===== config.mk =====
export PLATFORM = sky130hd
export DESIGN_NAME = sobel_frame_ctrl
export DESIGN_NICKNAME = d
export VERILOG_FILES = /design/src/rtl/sobel_pkg.sv /design/src/rtl/sobel_pos_cnt.sv /design/src/rtl/sobel_frame_ctrl.sv
export SDC_FILE = /design/constraint.sdc
export NUM_CORES = 1
export LEC_CHECK = 0
export CAP_MARGIN = 10
export CORE_MARGIN = 1
export CORE_UTILIZATION = 50
export CTS_CLUSTER_DIAMETER = 150
export CTS_CLUSTER_SIZE = 30
export DETAILED_ROUTE_END_ITERATION = 10
export DONT_BUFFER_PORTS = 1
export GPL_TIMING_DRIVEN = 0
export PLACE_DENSITY_LB_ADDON = 0.15
export SLEW_MARGIN = 20
export SYNTH_ARGS = -nofsm -noshare
export SYNTH_HDL_FRONTEND = slang
export SYNTH_SLANG_ARGS = --single-unit
export TNS_END_PERCENT = 10

===== constraint.sdc =====
create_clock -name clk -period 3.45 [get_ports clk]
set_input_delay 0.1725 -clock clk [delete_from_list [all_inputs] [get_ports clk]]
set_output_delay 0.1725 -clock clk [all_outputs]
set_load 0.005 [all_outputs]

===== src/rtl/sobel_pkg.sv =====
// Shared types and constants for the 3x3 binary Sobel frame sequencer.
package sobel_pkg;
   typedef enum logic [1:0] {
      IDLE = 2'd0,
      FILL = 2'd1,
      RUN  = 2'd2
   } state_t;

   localparam int WIN_ROWS  = 3;
   localparam int WIN_COLS  = 3;
   localparam int DEF_IMG_W = 640;
   localparam int DEF_IMG_H = 480;
endpackage


===== src/rtl/sobel_pos_cnt.sv =====
// Pixel position tracker: col/row of the pixel accepted this cycle, stored next position, wrap and last flags.
// Combinational position outputs; the stored position only moves on adv_i, so upstream stalls simply hold it.
module sobel_pos_cnt #(
   parameter int IMG_W = 640,
   parameter int IMG_H = 480,
   parameter int CW    = 10,
   parameter int RW    = 9
) (
   input  logic          clk,
   input  logic          rst,
   input  logic          adv_i,
   input  logic          restart_i,
   input  logic          clr_i,
   output logic [CW-1:0] col_o,
   output logic [RW-1:0] row_o,
   output logic          col_wrap_o,
   output logic          last_o
);
   logic [CW-1:0] col_q, col_d, col_cur;
   logic [RW-1:0] row_q, row_d, row_cur;
   logic          col_wrap, last;

   // A sop pixel is always (0,0) regardless of where the stored position was.
   always_comb begin
      col_cur  = restart_i ? '0 : col_q;
      row_cur  = restart_i ? '0 : row_q;
      col_wrap = (col_cur == CW'(IMG_W - 1));
      last     = col_wrap && (row_cur == RW'(IMG_H - 1));
   end

   always_comb begin
      col_d = col_q;
      row_d = row_q;
      if (clr_i) begin
         col_d = '0;
         row_d = '0;
      end else if (adv_i) begin
         if (last) begin
            col_d = '0;
            row_d = '0;
         end else if (col_wrap) begin
            col_d = '0;
            row_d = row_cur + RW'(1);
         end else begin
            col_d = col_cur + CW'(1);
            row_d = row_cur;
         end
      end
   end

   always_ff @(posedge clk or posedge rst) begin
      if (rst) begin
         col_q <= '0;
         row_q <= '0;
      end else begin
         col_q <= col_d;
         row_q <= row_d;
      end
   end

   assign col_o      = col_cur;
   assign row_o      = row_cur;
   assign col_wrap_o = col_wrap;
   assign last_o     = last;
endmodule


===== src/rtl/sobel_frame_ctrl.sv =====
// Frame sequencer for the 3x3 Sobel stage: window enable/full flags, 1-cycle registered dout framing, error resync.
// Stalls on din_vld=0 anywhere; SOBEL_CTRL_STAT_EN adds saturating frame_cnt/err_cnt outputs.
module sobel_frame_ctrl
   import sobel_pkg::*;
#(
   parameter int IMG_W = DEF_IMG_W,
   parameter int IMG_H = DEF_IMG_H,
   parameter int CW    = 10,
   parameter int RW    = 9
) (
   input  logic          clk,
   input  logic          rst,
   input  logic          din_vld,
   input  logic          din_sop,
   input  logic          din_eop,
   output logic          win_en,
   output logic [CW-1:0] col_cnt,
   output logic [RW-1:0] row_cnt,
   output logic          win_full,
   output logic          dout_vld,
   output logic          dout_sop,
   output logic          dout_eop,
   output logic          frame_err,
   output logic          busy
`ifdef SOBEL_CTRL_STAT_EN
   ,
   output logic [15:0]   frame_cnt,
   output logic [15:0]   err_cnt
`endif
);
   state_t state_q, state_d;
   logic   accept, restart, clr;
   logic   col_wrap, last;
   logic   err_d, eop_d, sop_d;
   logic   dout_vld_q, dout_sop_q, dout_eop_q, frame_err_q, busy_q;

   assign accept  = din_vld && ((state_q != IDLE) || din_sop);
   assign restart = accept && din_sop;

   sobel_pos_cnt #(
      .IMG_W (IMG_W),
      .IMG_H (IMG_H),
      .CW    (CW),
      .RW    (RW)
   ) u_pos (
      .clk        (clk),
      .rst        (rst),
      .adv_i      (accept),
      .restart_i  (restart),
      .clr_i      (clr),
      .col_o      (col_cnt),
      .row_o      (row_cnt),
      .col_wrap_o (col_wrap),
      .last_o     (last)
   );

   assign win_en   = accept;
   assign win_full = accept && (row_cnt >= RW'(WIN_ROWS - 1)) && (col_cnt >= CW'(WIN_COLS - 1));
   assign sop_d    = win_full && (row_cnt == RW'(WIN_ROWS - 1)) && (col_cnt == CW'(WIN_COLS - 1));

   always_ff @(posedge clk or posedge rst) begin
      if (rst) begin
         state_q <= IDLE;
      end else begin
         state_q <= state_d;
      end
   end

   // sop has priority over eop/last: a sop pixel always restarts the frame.
   always_comb begin
      state_d = state_q;
      err_d   = 1'b0;
      eop_d   = 1'b0;
      clr     = 1'b0;
      if (accept) begin
         if (din_sop) begin
            state_d = FILL;
            err_d   = (state_q != IDLE) || din_eop;
         end else if (last) begin
            state_d = IDLE;
            eop_d   = din_eop;
            err_d   = !din_eop;
         end else if (din_eop) begin
            state_d = IDLE;
            err_d   = 1'b1;
            clr     = 1'b1;
         end else if ((state_q == FILL) && col_wrap && (row_cnt == RW'(WIN_ROWS - 2))) begin
            state_d = RUN;
         end
      end
   end

   always_ff @(posedge clk or posedge rst) begin
      if (rst) begin
         dout_vld_q  <= 1'b0;
         dout_sop_q  <= 1'b0;
         dout_eop_q  <= 1'b0;
         frame_err_q <= 1'b0;
         busy_q      <= 1'b0;
      end else begin
         dout_vld_q  <= win_full;
         dout_sop_q  <= sop_d;
         dout_eop_q  <= eop_d;
         frame_err_q <= err_d;
         busy_q      <= (state_d != IDLE);
      end
   end

   assign dout_vld  = dout_vld_q;
   assign dout_sop  = dout_sop_q;
   assign dout_eop  = dout_eop_q;
   assign frame_err = frame_err_q;
   assign busy      = busy_q;

`ifdef SOBEL_CTRL_STAT_EN
   logic [15:0] frame_cnt_q, err_cnt_q;

   always_ff @(posedge clk or posedge rst) begin
      if (rst) begin
         frame_cnt_q <= '0;
         err_cnt_q   <= '0;
      end else begin
         if (eop_d && (frame_cnt_q != 16'hFFFF)) begin
            frame_cnt_q <= frame_cnt_q + 16'd1;
         end
         if (err_d && (err_cnt_q != 16'hFFFF)) begin
            err_cnt_q <= err_cnt_q + 16'd1;
         end
      end
   end

   assign frame_cnt = frame_cnt_q;
   assign err_cnt   = err_cnt_q;
`endif
endmodule


# == Yosys cells after proc, flatten, opt, wreduce, memory -nomap -nowiden ==
# Index checks and enable logic that the tools add are counted.
# totals
register_bits,26
in_bits,5
output_inout_bits,26
elab_cells,58
# op_classes
addsub,2
n_lt_le_gt_ge,2
n_eq_ne,6
n_mux,25
reduce_logical,15
# op_table
cell,n
two-way mux 10 bit,5
two-way mux 9 bit,5
"adder 10 x 1 -> 10 bit, second input constant",1
"== test 10 bit, second input constant",1
"== test 10 x 2 -> 1 bit, second input constant",1
"greater-or-equal comparator 10 x 2 -> 1 bit, second input constant",1
two-way mux 1 bit,10
two-way mux 2 bit,5
"adder 9 x 1 -> 9 bit, second input constant",1
"== test 9 x 1 -> 1 bit, second input constant",1
"== test 9 x 2 -> 1 bit, second input constant",1
"== test 9 bit, second input constant",1
"greater-or-equal comparator 9 x 2 -> 1 bit, second input constant",1
logical AND 1 bit,9
nonzero test 2 bit,3
"== test 2 x 1 -> 1 bit, second input constant",1
logical OR 1 bit,2
logical NOT 1 bit,1

# == Longest topological paths before layout ==
# Gate-level depths: netlist of run 1.
# logic_depth
depth_word,14
mapped_depth,15
mapped_depth_nobuf,12

# == Hierarchy ==
# From an unflattened synthesis of run 1, not the netlist that was laid out.
# hier_totals
hier_cells,211
hier_area_um2,1779.2
# by_module_without_submodules
mod,instances,cells_each,area_per_inst_um2,seq_area_each_um2
sobel_pos_cnt,1,168,1365.1,475.5
sobel_frame_ctrl,1,43,414.1,175.2

# == Worst setup path before layout of run 1 ==
# No wires, ideal clock.
# synth_path
kind,input port to flip-flop
startpoint,input din_vld
endpoint,register u_pos.col_q[5]
setup_ns,0.099
arrival_time_ns,3.242
required_time_ns,3.351
slack_ns,0.109
cell_stages,14
path_buffers,3
cell_sequence,nand2_1 > clkbuf_1 > clkbuf_1 > and2_1 > ha_1 > and4_1 > nand4_1 > or4_1 > buf_2 > ha_1 > o21a_1 > nor2_1 > a41oi_1 > a311oi_1
# synth_via
elab_chain_cells,9
word_cells_on_any_way,16
cone_classes,add/sub: 1; eq/ne: 2; mux: 9; reduce/logical: 4
# synth_rtl
item,line_no,source
start: declaration,sobel_frame_ctrl.sv:13,"input logic din_vld,"
logical AND 1 bit (*),sobel_frame_ctrl.sv:37,assign accept = din_vld && ((state_q != IDLE) || din_sop);
logical AND 1 bit (*),sobel_frame_ctrl.sv:38,assign restart = accept && din_sop;
two-way mux 10 bit (*),sobel_pos_cnt.sv:25,col_cur = restart_i ? '0 : col_q;
net col_cnt[1],sobel_frame_ctrl.sv:17,"output logic [CW-1:0] col_cnt,"
"parallel branches: the longest is 6 deep, another holds adder 10 x 1 -> 10 bit",-,
end signal: assignment,sobel_pos_cnt.sv:56,col_q <= col_d;
end: declaration,sobel_pos_cnt.sv:19,"logic [CW-1:0] col_q, col_d, col_cur;"
# Mark *: on every way through the listed nets, which the timed path passes. The select of a mux whose other input is x is not followed.
# A chain may end at the register's enable or synchronous reset.

# == Worst setup path in the final report of run 1 ==
# Ends and elaborated chain as after synthesis.

==> out/results.ini, run 1 <==
[global_routing]
grt_max_degree=27
first_global_vias=1408
grt_pass1_wl_um=7000
overflow=0
met3_usage=0.0411
grt_use_total=0.265
grt-busiest-layer=met2
use_met2=0.410
grt.met1_usage=0.381
antenna_found_initial=0

[timing]
postLayoutSetupSlackWorst_ns=0.261
maxSlewViolCount=0
slew_headroom=0.357
fin_skew_ns=0.0175
fmax_mhz=314
period_needed_ns=3.19
setup_viol=0
fin_crit_sh=0.924
tightest_slew_ns=0.959
rsz0062_at_grt=no
finalHoldViolCount=0

[setup_path]
crit_type=in2reg
slowest_stage=or4_1
crit_required_ns=3.71
cp_top_family=simple AND/OR/NAND/NOR gates
cp_slowest_stage_delay_ns=0.53
path_cells=nand2_1, clkbuf_2, clkbuf_4, and2_1, ha_2, and4_1, nand4_1, or4_1, buf_2, ha_1, o21a_1, nor2_2, a41oi_1, a311oi_1
crit_path_end_kind=flip-flop
critPathArrivalTime_ns=3.45
cp-start-kind=input port
path_max_fanout=10
worst-path-buf-inv=3

[routing]
routed-via-count=1503
drc=0
first_pass_iters=5
drt_iter0_drc=133
viasPerCell=6.09
ant_nets=0
drt-total-wl_um=4180
wl_per_cell_um=16.9

[layout]
area_growth_pct=8.26
drive_gt1_frac=0.0837
final_nets=216
most-common-layout-cells=dfrtp_1 (26), nand2_1 (20), inv_1 (16)
antenna_cells=0
mostFrequentLayoutCell=dfrtp_1
fin_cells=247

[placement]
io_buffers=0
gp_congestion=0.843
dpl.cell_count=241
dp_hpwl_um=3080
dp_slack_ns=-0.547

[die]
core_area_um2=3130
die_x_um=60.0
start_util=0.537
die-area_um2=3600
ios=31
num_rows=20
die_height_um=60.0

[synthesis]
syn_nets=209
postSynthCellCount=197
yosys-top-cells-area=dfrtp_1 (39%), ha_1 (5.2%), nand2_1 (4.5%)
netlist.area_leader.share=0.387
async_flop_share=1.00
post_synth.cell_area_avg_um2=8.53
synthFlopType=dfrtp_1
syn_area_um2=1680
synth_edf_count=0
synth_top_area_cell=dfrtp_1
ys_ff_latch=26
ys_warn_count=0
ys_seq_area_frac=0.387
ys_types=44

[power_and_ir_drop]
p_sw_uw=179
swShare=0.275
p_comb_frac=0.157
leakage_uw=0.000826
peakVddDrop_mv=0.165
powerDensity_nw_per_um2=357
seqPwrFrac=0.509
p_clk_frac=0.334
internal_power_uw=471

[clocking]
path_clk_slew_ns=0.16
htree_levels=1
cts_sinks=26
clock_latency_ns=0.34
clockBufferDepth=2
root_buffer=clkbuf_4
tritoncts=built
cts_inserted_buffers=3

[min_path]
hold_class=in2reg

[status]
status=finished clean

[run]
max-cap-violations=0

==> power by group through the flow <==
stage | registers (uW) | logic [uW] | clock network, uW
2_1_floorplan | 332 | 75.7 | 0
3_3_place_gp | 336 | 94.6 | 0
3_5_place_dp | 336 | 97.5 | 0
4_1_cts | 331 | 99.3 | 221
5_1_grt | 334 | 118 | 234
6_report | 331 | 102 | 217
==> flip-flops by register name, summed over array words and instances, names as in the netlist <==
register and count:
u_pos.col_q 10, u_pos.row_q 9, state_q 2, busy 1
dout_eop 1, dout_sop 1, dout_vld 1, frame_err 1
==> synth_stat cells (2+ instances only) <==
library cell / count
o22ai_1: 6
nor2_1: 9
xnor2_1: 5
nand2_1: 20
nor3b_1: 2
buf_2: 3
ha_1: 7
nor4_1: 4
dfrtp_1: 26
a311oi_1: 2
nand4_1: 6
a31oi_1: 5
o21a_1: 4
nor3_1: 5
and3_1: 3
o21ai_1: 5
nand3_1: 6
nand3b_1: 2
a21bo_2: 2
o21ai_0: 7
and4_1: 3
clkbuf_1: 7
or3b_1: 2
and2_1: 8
or4_1: 4
inv_1: 17
a21oi_1: 10
==> per-layer routing <==
layer / routed length (um) / part of all wire
met5: 0 / 0
met4: 38 / 0.0091
met3: 301 / 0.072
met2: 1930 / 0.46
met1: 1910 / 0.46
==> stage by stage <==
stage	power (uW)	util	instance area, um2	setup TNS [ns]	hold slack, ns
2_1_floorplan	408	-	1680	0	0.213
3_3_place_gp	430	0.555	1740	-4.55	0.344
6_report	650	0.582	1820	0	0.0219
4_1_cts	651	0.576	1800	0	0.0173
3_5_place_dp	434	0.555	1740	-4.04	0.364
5_1_grt	686	0.582	1820	0	0.0363
==> repair_timing <==
action,CTS,global route
setup endpoints to repair,3,3
setup buffers,0,1
gates cloned,0,0
hold buffers,1,0
pin swaps,0,0
gates resized for setup,3,6
endpoints found under the hold margin,26,0
==> cells by family (layout without fill, tap and decap cells) <==
logic type | Yosys count | in the layout | synth area share
buffers and inverters | 27 | 33 | 0.0625
flip-flops | 26 | 26 | 0.387
adder cells (fa/ha/maj) | 7 | 7 | 0.0521
XOR/XNOR | 6 | 6 | 0.0313
AO/OA/AOI/OAI | 50 | 50 | 0.196
multiplexers | 1 | 1 | 0.00670
AND/OR/NAND/NOR | 80 | 80 | 0.264
==> area by class of cell <==
| class | instances | area (um2) |
|---|---|---|
| Buffer | 10 | 50.0 |
| Clock buffer | 3 | 22.5 |
| Clock inverter | 1 | 30.0 |
| Fill cell | 289 | 1310 |
| Inverter | 17 | 63.8 |
| Multi-Input combinational cell | 144 | 930 |
| Sequential cell | 26 | 651 |
| Tap cell | 44 | 55.1 |
| Timing Repair Buffer | 2 | 17.5 |
==> worst register-to-register path, delay by kind of cell (launching register included) <==
kind	cells	cell delay, ns
AND/OR/NAND/NOR	5	1.34
AO/OA/AOI/OAI	3	0.67
adder cells (fa/ha/maj)	2	0.55
flip-flops	1	0.39
buffers and inverters	1	0.17
==> final timing paths <==
kind,from,endpoint,slack (ns),depth (start not counted)
max reg2reg,u_pos.col_q[1],u_pos.col_q[5],0.27,11
max,din_vld,u_pos.col_q[5],0.26,14
min reg2reg,state_q[0],state_q[0],0.58,2
max in group asynchronous,rst,u_pos.row_q[2],2.64,2
min,din_eop,frame_err,0.02,2
min in group asynchronous,rst,dout_sop,0.35,2
(Power assumes the default switching activity.)
==> run 2, diff against run 1 <==
--- a/config.mk
+++ b/config.mk
@@ -6,7 +6,7 @@
 export NUM_CORES = 1
 export LEC_CHECK = 0
 export CAP_MARGIN = 10
-export CORE_MARGIN = 1
+export CORE_MARGIN = 4
 export CORE_UTILIZATION = 50
 export CTS_CLUSTER_DIAMETER = 150
 export CTS_CLUSTER_SIZE = 30
==> constraint.sdc (replaced) <==
create_clock -name clk -period 3.45 [get_ports clk]
set_input_delay 0.5175 -clock clk [delete_from_list [all_inputs] [get_ports clk]]
set_output_delay 0.5175 -clock clk [all_outputs]
set_load 0.005 [all_outputs]
==> run 2 against run 1 <==
  * Power fell by 8.6%
  * First-iteration DRC count up 13%
  * Final cell count down 0.40%
  * Setup slack got worse by 0.13 ns
  * Die area rose by 21%
  * Routed wire length increased by 6.0%
  * Maximum frequency fell by 3.8%
  * Largest power group unchanged
==> out/results.ini, run 2 (same netlist as run 1, synthesis figures left out) <==
[setup_path]
worst-path-buf-inv=4  ; +1
slowest_stage=or4_1
ff2ff_path_depth=11  ; unchanged
cp_top_family=simple AND/OR/NAND/NOR gates
regToRegSetupSlack_ns=0.42  ; +0.15 ns
cp-start-kind=input port
regToRegEndpoint=u_pos.col_q[3]
crit_path_end_kind=flip-flop
critPathArrivalTime_ns=3.56  ; +0.11 ns
crit_required_ns=3.69  ; -0.02 ns
cp_slowest_stage_delay_ns=0.53  ; about the same
reg2reg_from=u_pos.col_q[0]
path_max_fanout=10  ; unchanged
crit_type=in2reg
path_cells=nand2_1, clkbuf_4, buf_6, nand2_1, inv_1, ha_2, and4_1, nand4_1, or4_1, buf_2, ha_2, o21a_1, or3_1, a311oi_1

[timing]
fmax_mhz=302  ; -3.8%
finalHoldViolCount=0  ; unchanged
timing.hold.ws_ns=0.105  ; +0.0826 ns
period_needed_ns=3.32  ; +0.127 ns
tightest_slew_ns=0.662  ; -0.297 ns
setup_viol=0  ; unchanged
postLayoutSetupSlackWorst_ns=0.133  ; -0.127 ns
slew_headroom=0.554  ; +0.198
fin_skew_ns=0.0113  ; -0.00617 ns
rsz0062_at_grt=no
fin_crit_sh=0.961  ; +0.0369
maxSlewViolCount=0  ; unchanged
final.setup.tns_ns=0  ; unchanged

[routing]
first_pass_iters=4  ; -1
drt-total-wl_um=4430  ; +6.0%
ant_nets=0  ; unchanged
routed-via-count=1549  ; +3.1%
wl_per_cell_um=18.0  ; +6.4%
drc=0  ; unchanged
viasPerCell=6.30  ; +3.5%
drt_iter0_drc=150  ; +13%

[die]
die_height_um=66.0  ; +10%
die-area_um2=4350  ; +21%
num_rows=20  ; unchanged
start_util=0.537  ; unchanged
die_x_um=66.0  ; +10%
ios=31  ; unchanged
core_area_um2=3130  ; unchanged

[clocking]
clock_latency_ns=0.33  ; about the same
root_buffer=clkbuf_4
clockBufferDepth=2  ; unchanged
path_clk_slew_ns=0.14  ; -0.02 ns
cts_sinks=26  ; unchanged
cts_inserted_buffers=3  ; unchanged
htree_levels=1  ; unchanged
tritoncts=built
cts_hold_buf=0  ; -1

[layout]
fill_cells=299  ; +3.5%
area_growth_pct=8.41
regMostFlops=u_pos.col_q
reg_top3=u_pos.col_q: 10 flops, u_pos.row_q: 9 flops, state_q: 2 flops
drive_gt1_frac=0.104  ; +0.0202
stdcell_area_um2=1820  ; +0.14%
antenna_cells=0  ; unchanged
mostFrequentLayoutCell=dfrtp_1
most-common-layout-cells=dfrtp_1 (26), nand2_1 (20), inv_1 (16)
final_nets=215  ; -0.46%
largest_reg_flops=10  ; unchanged

[power_and_ir_drop]
internal_power_uw=421  ; -11%
power.total_uw=594  ; -8.6%
peakVddDrop_mv=0.304  ; +85%
swShare=0.291  ; +0.0155
seqPwrFrac=0.555  ; +0.046
p_comb_frac=0.183  ; +0.026
powerDensity_nw_per_um2=326  ; -8.7%
p_clk_frac=0.262  ; -0.072
p_sw_uw=173  ; -3.4%
leakage_uw=0.000819  ; -0.76%

[status]
status=finished clean

[run]
max-cap-violations=0  ; unchanged

[global_routing]
overflow=0  ; unchanged
grt_pass1_wl_um=7450  ; +6.3%
grt_use_total=0.220  ; -0.0452
antenna_found_initial=0  ; unchanged
grt_max_degree=27  ; unchanged
first_global_vias=1546  ; +9.8%

[placement]
dp_slack_ns=-0.489  ; +0.0582 ns
dp_hpwl_um=3280  ; +6.6%
io_buffers=0  ; unchanged
gp_congestion=0.833  ; -1.1%
dpl_cell_area_um2=1740  ; +0.36%

[min_path]
hold_class=in2async

==> run 2: per-layer routing <==
| metal | up-vias | track usage | wire length (um) |
|---|---|---|---|
| li1 | 722 | - | - |
| met4 | 0 | 0.0431 | 59 |
| met3 | 7 | 0.0612 | 435 |
| met2 | 69 | 0.372 | 2080 |
| met1 | 751 | 0.282 | 1860 |
| met5 | - | 0 | 0 |
==> run 2: final cells by class <==
class                   instances  area, um2  area share
flip-flops and latches         26        651       0.357
multi-input cells             144        952       0.523
repair buffers                  1       7.51     0.00412
plain buffers                  10       56.3      0.0309
inverters                      17       63.8      0.0350
clock buffers                   4       36.3      0.0199
well taps                      44       55.1      0.0302
==> run 2: power groups by stage <==
stage,clock (uW),combinational (uW),sequential (uW)
floorplan,0,76.5,332
global placement,0,95.9,335
detailed placement,0,101,336
CTS,161,107,330
global route,178,121,333
finish,155,109,330
==> run 2: how the worst max path moves through the flow <==
stage            start             end  cells past startpoint
2_1_floorplan  din_vld  u_pos.col_q[3]                     13
3_3_place_gp   din_vld  u_pos.col_q[5]                     14
3_5_place_dp   din_vld  u_pos.col_q[5]                     14
4_1_cts        din_vld  u_pos.col_q[3]                     14
5_1_grt        din_vld  u_pos.col_q[3]                     14
6_report       din_vld  u_pos.col_q[3]                     14
==> run 2: stage by stage <==
step / util / std cells
after floorplan: - / 197
after global placement: 0.557 / 241
after detailed placement: 0.557 / 241
after CTS: 0.575 / 245
after global routing: 0.582 / 246
final: 0.582 / 246
==> run 2: what timing repair did <==
| item | in CTS | in global routing |
|---|---|---|
| endpoints found under the hold margin | 0 | 0 |
| setup endpoints to repair | 7 | 4 |
| gates resized for setup | 7 | 5 |
| pin swaps | 0 | 1 |
| setup buffers | 0 | 1 |
